===== src/rtl/wb_stage_pkg.sv =====
// Shared core definitions for the MEM/WB stage: load funct3 encodings and
// the pipeline register layout.
package wb_stage_pkg;

    localparam int unsigned XLEN = 32;
    localparam int unsigned RA_W = 6;

    localparam logic [2:0] F3_LB  = 3'b000;
    localparam logic [2:0] F3_LH  = 3'b001;
    localparam logic [2:0] F3_LW  = 3'b010;
    localparam logic [2:0] F3_LBU = 3'b100;
    localparam logic [2:0] F3_LHU = 3'b101;

    typedef struct packed {
        logic            valid;
        logic [RA_W-1:0] rd;
        logic            reg_write;
        logic            is_load;
        logic [2:0]      funct3;
        logic [XLEN-1:0] result;
    } mem_wb_t;

endpackage


===== src/rtl/wb_stage_if.sv =====
// MEM->WB bundle: MEM-side instruction fields and data memory read word in,
// register file write port and forwarding path out.
interface wb_stage_if #(
    parameter int unsigned XLEN = 32,
    parameter int unsigned RA_W = 6
);
    logic            stall;
    logic            flush;
    logic            mem_valid;
    logic [RA_W-1:0] mem_rd;
    logic            mem_reg_write;
    logic            mem_is_load;
    logic [2:0]      mem_funct3;
    logic [XLEN-1:0] mem_result;
    logic [XLEN-1:0] dm_rdata;

    logic            wb_en;
    logic [RA_W-1:0] wb_addr;
    logic [XLEN-1:0] write_data;
    logic            fwd_valid;
    logic [RA_W-1:0] fwd_rd;
    logic [XLEN-1:0] fwd_data;
    logic            retire;

    modport master (
        output stall, flush, mem_valid, mem_rd, mem_reg_write, mem_is_load,
               mem_funct3, mem_result, dm_rdata,
        input  wb_en, wb_addr, write_data, fwd_valid, fwd_rd, fwd_data, retire
    );

    modport slave (
        input  stall, flush, mem_valid, mem_rd, mem_reg_write, mem_is_load,
               mem_funct3, mem_result, dm_rdata,
        output wb_en, wb_addr, write_data, fwd_valid, fwd_rd, fwd_data, retire
    );
endinterface


===== src/rtl/wb_stage_load_align.sv =====
// Load data extraction: selects the byte/halfword lane addressed by off and
// sign- or zero-extends it according to funct3.
module load_align
    import wb_stage_pkg::*;
(
    input  logic [XLEN-1:0] word,
    input  logic [1:0]      off,
    input  logic [2:0]      funct3,
    output logic [XLEN-1:0] data
);
    logic [7:0]  lane_b;
    logic [15:0] lane_h;

    always_comb begin
        lane_b = word[7:0];
        case (off)
            2'd0: lane_b = word[7:0];
            2'd1: lane_b = word[15:8];
            2'd2: lane_b = word[23:16];
            2'd3: lane_b = word[31:24];
            default: lane_b = word[7:0];
        endcase
        lane_h = off[1] ? word[31:16] : word[15:0];

        case (funct3)
            F3_LB:   data = {{(XLEN-8){lane_b[7]}}, lane_b};
            F3_LBU:  data = {{(XLEN-8){1'b0}}, lane_b};
            F3_LH:   data = {{(XLEN-16){lane_h[15]}}, lane_h};
            F3_LHU:  data = {{(XLEN-16){1'b0}}, lane_h};
            default: data = word;
        endcase
    end
endmodule


===== src/rtl/wb_stage.sv =====
// MEM/WB pipeline register and writeback datapath: load extraction, register
// file write port and forwarding, with exactly one write per retired instruction.
module wb_stage #(
    parameter int unsigned XLEN = 32,
    parameter int unsigned RA_W = 6
) (
    input logic       clk,
    input logic       rst,
    wb_stage_if.slave bus
);
    import wb_stage_pkg::mem_wb_t;

    mem_wb_t         r;
    logic            committed;
    logic            hold_vld;
    logic [XLEN-1:0] hold_data;
    logic [XLEN-1:0] word;
    logic [XLEN-1:0] ld_data;
    logic [XLEN-1:0] wdata;

    always_ff @(posedge clk or negedge rst) begin
        if (!rst) begin
            r         <= '0;
            committed <= 1'b0;
            hold_vld  <= 1'b0;
            hold_data <= '0;
        end else if (!bus.stall) begin
            r.valid     <= bus.mem_valid & ~bus.flush;
            r.rd        <= bus.mem_rd;
            r.reg_write <= bus.mem_reg_write;
            r.is_load   <= bus.mem_is_load;
            r.funct3    <= bus.mem_funct3;
            r.result    <= bus.mem_result;
            committed   <= 1'b0;
            hold_vld    <= 1'b0;
        end else begin
            // Write fired in the first WB cycle; memory word is gone after it.
            if (r.valid)
                committed <= 1'b1;
            if (r.valid && r.is_load && !hold_vld) begin
                hold_vld  <= 1'b1;
                hold_data <= bus.dm_rdata;
            end
        end
    end

    assign word = hold_vld ? hold_data : bus.dm_rdata;

    load_align u_load_align (
        .word   (word),
        .off    (r.result[1:0]),
        .funct3 (r.funct3),
        .data   (ld_data)
    );

    assign wdata          = r.is_load ? ld_data : r.result;
    assign bus.write_data = wdata;
    assign bus.fwd_data   = wdata;
    assign bus.wb_addr    = r.rd;
    assign bus.fwd_rd     = r.rd;
    assign bus.wb_en      = r.valid & r.reg_write & ~committed;
    assign bus.fwd_valid  = r.valid & r.reg_write;
    assign bus.retire     = r.valid & ~committed;
endmodule


===== src/flat_wrapper.sv =====
// flat-port wrapper written by rule: the top's interface ports become plain ports
module wb_stage_flat import wb_stage_pkg::mem_wb_t;
#(
    parameter int unsigned XLEN = 32,
    parameter int unsigned RA_W = 6
)
  (clk, rst, bus_stall, bus_flush, bus_mem_valid, bus_mem_rd, bus_mem_reg_write, bus_mem_is_load, bus_mem_funct3, bus_mem_result, bus_dm_rdata, bus_wb_en, bus_wb_addr, bus_write_data, bus_fwd_valid, bus_fwd_rd, bus_fwd_data, bus_retire);
  wb_stage_if #(.XLEN(XLEN), .RA_W(RA_W)) bus_i ();
  input logic clk;
  input logic rst;
  input wire logic [$bits(bus_i.stall)-1:0] bus_stall;
  input wire logic [$bits(bus_i.flush)-1:0] bus_flush;
  input wire logic [$bits(bus_i.mem_valid)-1:0] bus_mem_valid;
  input wire logic [$bits(bus_i.mem_rd)-1:0] bus_mem_rd;
  input wire logic [$bits(bus_i.mem_reg_write)-1:0] bus_mem_reg_write;
  input wire logic [$bits(bus_i.mem_is_load)-1:0] bus_mem_is_load;
  input wire logic [$bits(bus_i.mem_funct3)-1:0] bus_mem_funct3;
  input wire logic [$bits(bus_i.mem_result)-1:0] bus_mem_result;
  input wire logic [$bits(bus_i.dm_rdata)-1:0] bus_dm_rdata;
  output wire logic [$bits(bus_i.wb_en)-1:0] bus_wb_en;
  output wire logic [$bits(bus_i.wb_addr)-1:0] bus_wb_addr;
  output wire logic [$bits(bus_i.write_data)-1:0] bus_write_data;
  output wire logic [$bits(bus_i.fwd_valid)-1:0] bus_fwd_valid;
  output wire logic [$bits(bus_i.fwd_rd)-1:0] bus_fwd_rd;
  output wire logic [$bits(bus_i.fwd_data)-1:0] bus_fwd_data;
  output wire logic [$bits(bus_i.retire)-1:0] bus_retire;
  assign bus_i.stall = bus_stall;
  assign bus_i.flush = bus_flush;
  assign bus_i.mem_valid = bus_mem_valid;
  assign bus_i.mem_rd = bus_mem_rd;
  assign bus_i.mem_reg_write = bus_mem_reg_write;
  assign bus_i.mem_is_load = bus_mem_is_load;
  assign bus_i.mem_funct3 = bus_mem_funct3;
  assign bus_i.mem_result = bus_mem_result;
  assign bus_i.dm_rdata = bus_dm_rdata;
  assign bus_wb_en = bus_i.wb_en;
  assign bus_wb_addr = bus_i.wb_addr;
  assign bus_write_data = bus_i.write_data;
  assign bus_fwd_valid = bus_i.fwd_valid;
  assign bus_fwd_rd = bus_i.fwd_rd;
  assign bus_fwd_data = bus_i.fwd_data;
  assign bus_retire = bus_i.retire;
  wb_stage #(.XLEN(XLEN), .RA_W(RA_W)) u_core (.clk(clk), .rst(rst), .bus(bus_i));
endmodule

===== config.mk =====
export PLATFORM = sky130hd
export DESIGN_NAME = wb_stage_flat
export DESIGN_NICKNAME = d
export VERILOG_FILES = /design/src/rtl/wb_stage_pkg.sv /design/src/rtl/wb_stage_if.sv /design/src/rtl/wb_stage_load_align.sv /design/src/rtl/wb_stage.sv /design/src/flat_wrapper.sv
export SDC_FILE = /design/constraint.sdc
export NUM_CORES = 1
export LEC_CHECK = 0
export CELL_PAD_IN_SITES_DETAIL_PLACEMENT = 2
export CELL_PAD_IN_SITES_GLOBAL_PLACEMENT = 2
export CORE_MARGIN = 2
export CORE_UTILIZATION = 31
export CTS_BUF_LIST = sky130_fd_sc_hd__clkbuf_2 sky130_fd_sc_hd__clkbuf_4 sky130_fd_sc_hd__clkbuf_8
export DETAILED_ROUTE_END_ITERATION = 12
export PLACE_DENSITY_LB_ADDON = 0.1
export SLEW_MARGIN = 20
export SYNTH_ARGS = -nofsm -noshare
export SYNTH_HDL_FRONTEND = slang
export SYNTH_SLANG_ARGS = --single-unit

===== constraint.sdc =====
create_clock -name clk -period 6.15 [get_ports clk]
set_input_delay 1.23 -clock clk [delete_from_list [all_inputs] [get_ports clk]]
set_output_delay 1.23 -clock clk [all_outputs]
set_load 0.1 [all_outputs]

==> out/qor.csv <==
metric,value,unit
Synth Instances,429,
"Arr. time, crit path",3.84,ns
DRC,0,
clock slew at reported path FFs,0.08,ns
switch share,0.4908,
RSZ-0062 raised after global routing,no,
layout cells sized above 1,0.3720,
First-pass DRT Iterations,3,
"Avg Cell Area, Syn",11.01,sq um
combinational share of power,0.506,
setup TNS,0,ns
Slew @ Worst Pin,0.9770,ns
worst r2r dst,u_core.hold_data[11],
Die Area,16240,sq um
Total Routing Usage GR,0.1818,
Worst Skew,0.003148,ns
Synth Cell Area,4725,sq um
Seq pwr share,0.299,
Final nets,611,
number of distinct library cells after synthesis,33,
post-cts resize count,0,
MaxCap Viol Count,0,
Post-synth EDFFs,0,
Setup WS post-layout,1.084,ns
Power Dens Cells,374.7,nW/um^2
DP HPWL,10.36,mm
worst r2r src,u_core.r[35],
Initial Util,0.3143,
worst hold path cell count,1,
drt via density,5.057,
"commonest non-fill, non-tap cell in the layout",mux2_2,
number of diodes,0,
final WL,14.39,mm
I/O Buffers,158,
number of global-route vias before repair,4111,
core footprint,15030,sq um
Layout area overhead,30.93,%
post-placement setup slack,1.304,ns
initial antenna violation count,0,
global-route wire length before repair,22.83,mm
H-tree level count,3,
type of origin of the critical path,flip-flop,
Synth Register Bits,78,
post-CTS setup buffers,0,
via count,3656,
worst vdd ir,0.1934,mV
clock root cell,clkbuf_8,
Clk pwr share,0.195,
CTS Buffer Depth,2,
drt wl/cell,19.90,um
CTS Buf Count,9,
Routability Congestion,0.7328,
Tcrit/Tclk final,0.8238,
I/O pins,159,
hold violation count in the final report,0,
FF-to-FF setup slack,3.31,ns
"commonest non-fill, non-tap cells in the layout","mux2_2 (96), clkdlybuf4s50_1 (94), dfrtp_1 (76), buf_4 (70), nor2_1 (40)",
Die Ht,127.5,um
final setup vio count,0,
worst setup path class,reg -> out,
number of hold buffers added after cts,0,
minimum clock period,5.066,ns
largest net degree at the start of global routing,52,
Fill cells,1547,
TritonCTS clock tree,built,
Worst setup endpoint,bus_fwd_data[6],
P_leak,2.533,nW
"Slew Viols, Final",0,
Die W,127.5,um
# rows,45,
syn nets,509,
final antenna-violating net count,0,
status,"complete, no violations",
Async SR Flop Fraction,1.000,
grt ovf,0,
post-synthesis sequential area ratio,0.4131,
internal power,1.180,mW
"Top FF cell, synth",dfrtp_1,
CP max FO,25,
Sink Count,78,
Sw Pwr,1.138,mW
Rel. slew slack,0.3466,
critical path required time,4.92,ns
Fmax achieved,0.1974,GHz
Yosys warning count,0,
Initial DRC Count,112,
reg2reg path depth,4,
Hold/Removal Path Class,reg -> reg,
CP Capture Type,primary output,
"Clk Latency, worst-skew pair",0.37,ns
CP Launch Point,u_core.r[33],
==> cells by family after synthesis <==
| group | count (synthesis) | synth area share |
|---|---|---|
| AO/OA/AOI/OAI | 66 | 0.1025 |
| AND/OR/NAND/NOR | 81 | 0.08289 |
| multiplexers | 129 | 0.3014 |
| flip-flops | 78 | 0.4131 |
| buffers and inverters | 75 | 0.1001 |
==> cell usage after synthesis (5+ instances only) <==
cell      count  share of area
nor2b_1       5         0.0066
nor2_1       40          0.032
mux2i_1      32          0.068
o22ai_1       8          0.011
a21oi_1      18          0.019
buf_2         9         0.0095
a31oi_1       7         0.0093
a31oi_2      10          0.026
nor3b_1       8          0.013
nand2_1      15          0.012
mux2_2       96           0.23
a221oi_1      7          0.013
dfrtp_1      78           0.41
o21ai_0      10          0.011
buf_4        44          0.070
clkbuf_1     16          0.013
==> power by group through the flow <==
stage	clock network (mW)	logic, mW	registers (mW)
3_5_place_dp	0	1.18	0.704
4_1_cts	0.472	1.18	0.694
5_1_grt	0.488	1.22	0.712
6_report	0.453	1.17	0.693
3_3_place_gp	0	1.17	0.694
2_1_floorplan	0	0.993	0.667
==> routing by layer <==
metal	GRT usage	part of all wire	wire length, um	up-vias
met5	0	0	0	-
met2	0.3010	0.48	6846	101
met1	0.2378	0.46	6685	1851
li1	-	-	-	1690
met4	0.06206	0.014	195	0
met3	0.03601	0.046	661	14
==> stage by stage <==
stage | utilization | power (mW) | hold slack (ns) | std cells | area (sq um)
after global placement | 0.3968 | 1.859 | 0.4643 | 708 | 5964
after detailed placement | 0.3968 | 1.885 | 0.4741 | 708 | 5964
after global routing | 0.4115 | 2.424 | 0.5175 | 723 | 6186
final | 0.4115 | 2.318 | 0.4897 | 723 | 6186
after CTS | 0.4115 | 2.349 | 0.4943 | 723 | 6186
after floorplan | - | 1.660 | 0.4516 | 429 | 4725
==> area by class of cell <==
cell class	instances	area, sq um	share of cell area
clock buffers	11	151.4	0.02447
inverters	1	3.754	0.0006068
flip-flops and latches	78	1954	0.3159
clock inverters	4	70.07	0.01133
repair buffers	165	1471	0.2379
multi-input cells	276	2300	0.3718
well taps	188	235.2	0.03803
==> registers in the layout, indices dropped and copies added, names as in the netlist <==
name,cells
u_core.bus.fwd_rd,6
u_core.r,38
u_core.hold_vld,1
u_core.committed,1
u_core.hold_data,32
==> worst max-delay path, stage by stage, from the launching register on <==
cell and delay, ns:
dfrtp_1 0.91, inv_1 0.47, o21ai_1 0.43, a221oi_1 0.23, a21oi_1 0.25, clkdlybuf4s50_1 1.17
==> worst min-delay path by stage <==
| stage | to | start |
|---|---|---|
| 4_1_cts | u_core.committed | u_core.committed |
| 3_5_place_dp | u_core.committed | u_core.committed |
| 5_1_grt | u_core.committed | u_core.committed |
| 3_3_place_gp | u_core.committed | u_core.committed |
| 2_1_floorplan | u_core.committed | u_core.committed |
| 6_report | u_core.committed | u_core.committed |
Power figures use the tool's default switching activity.
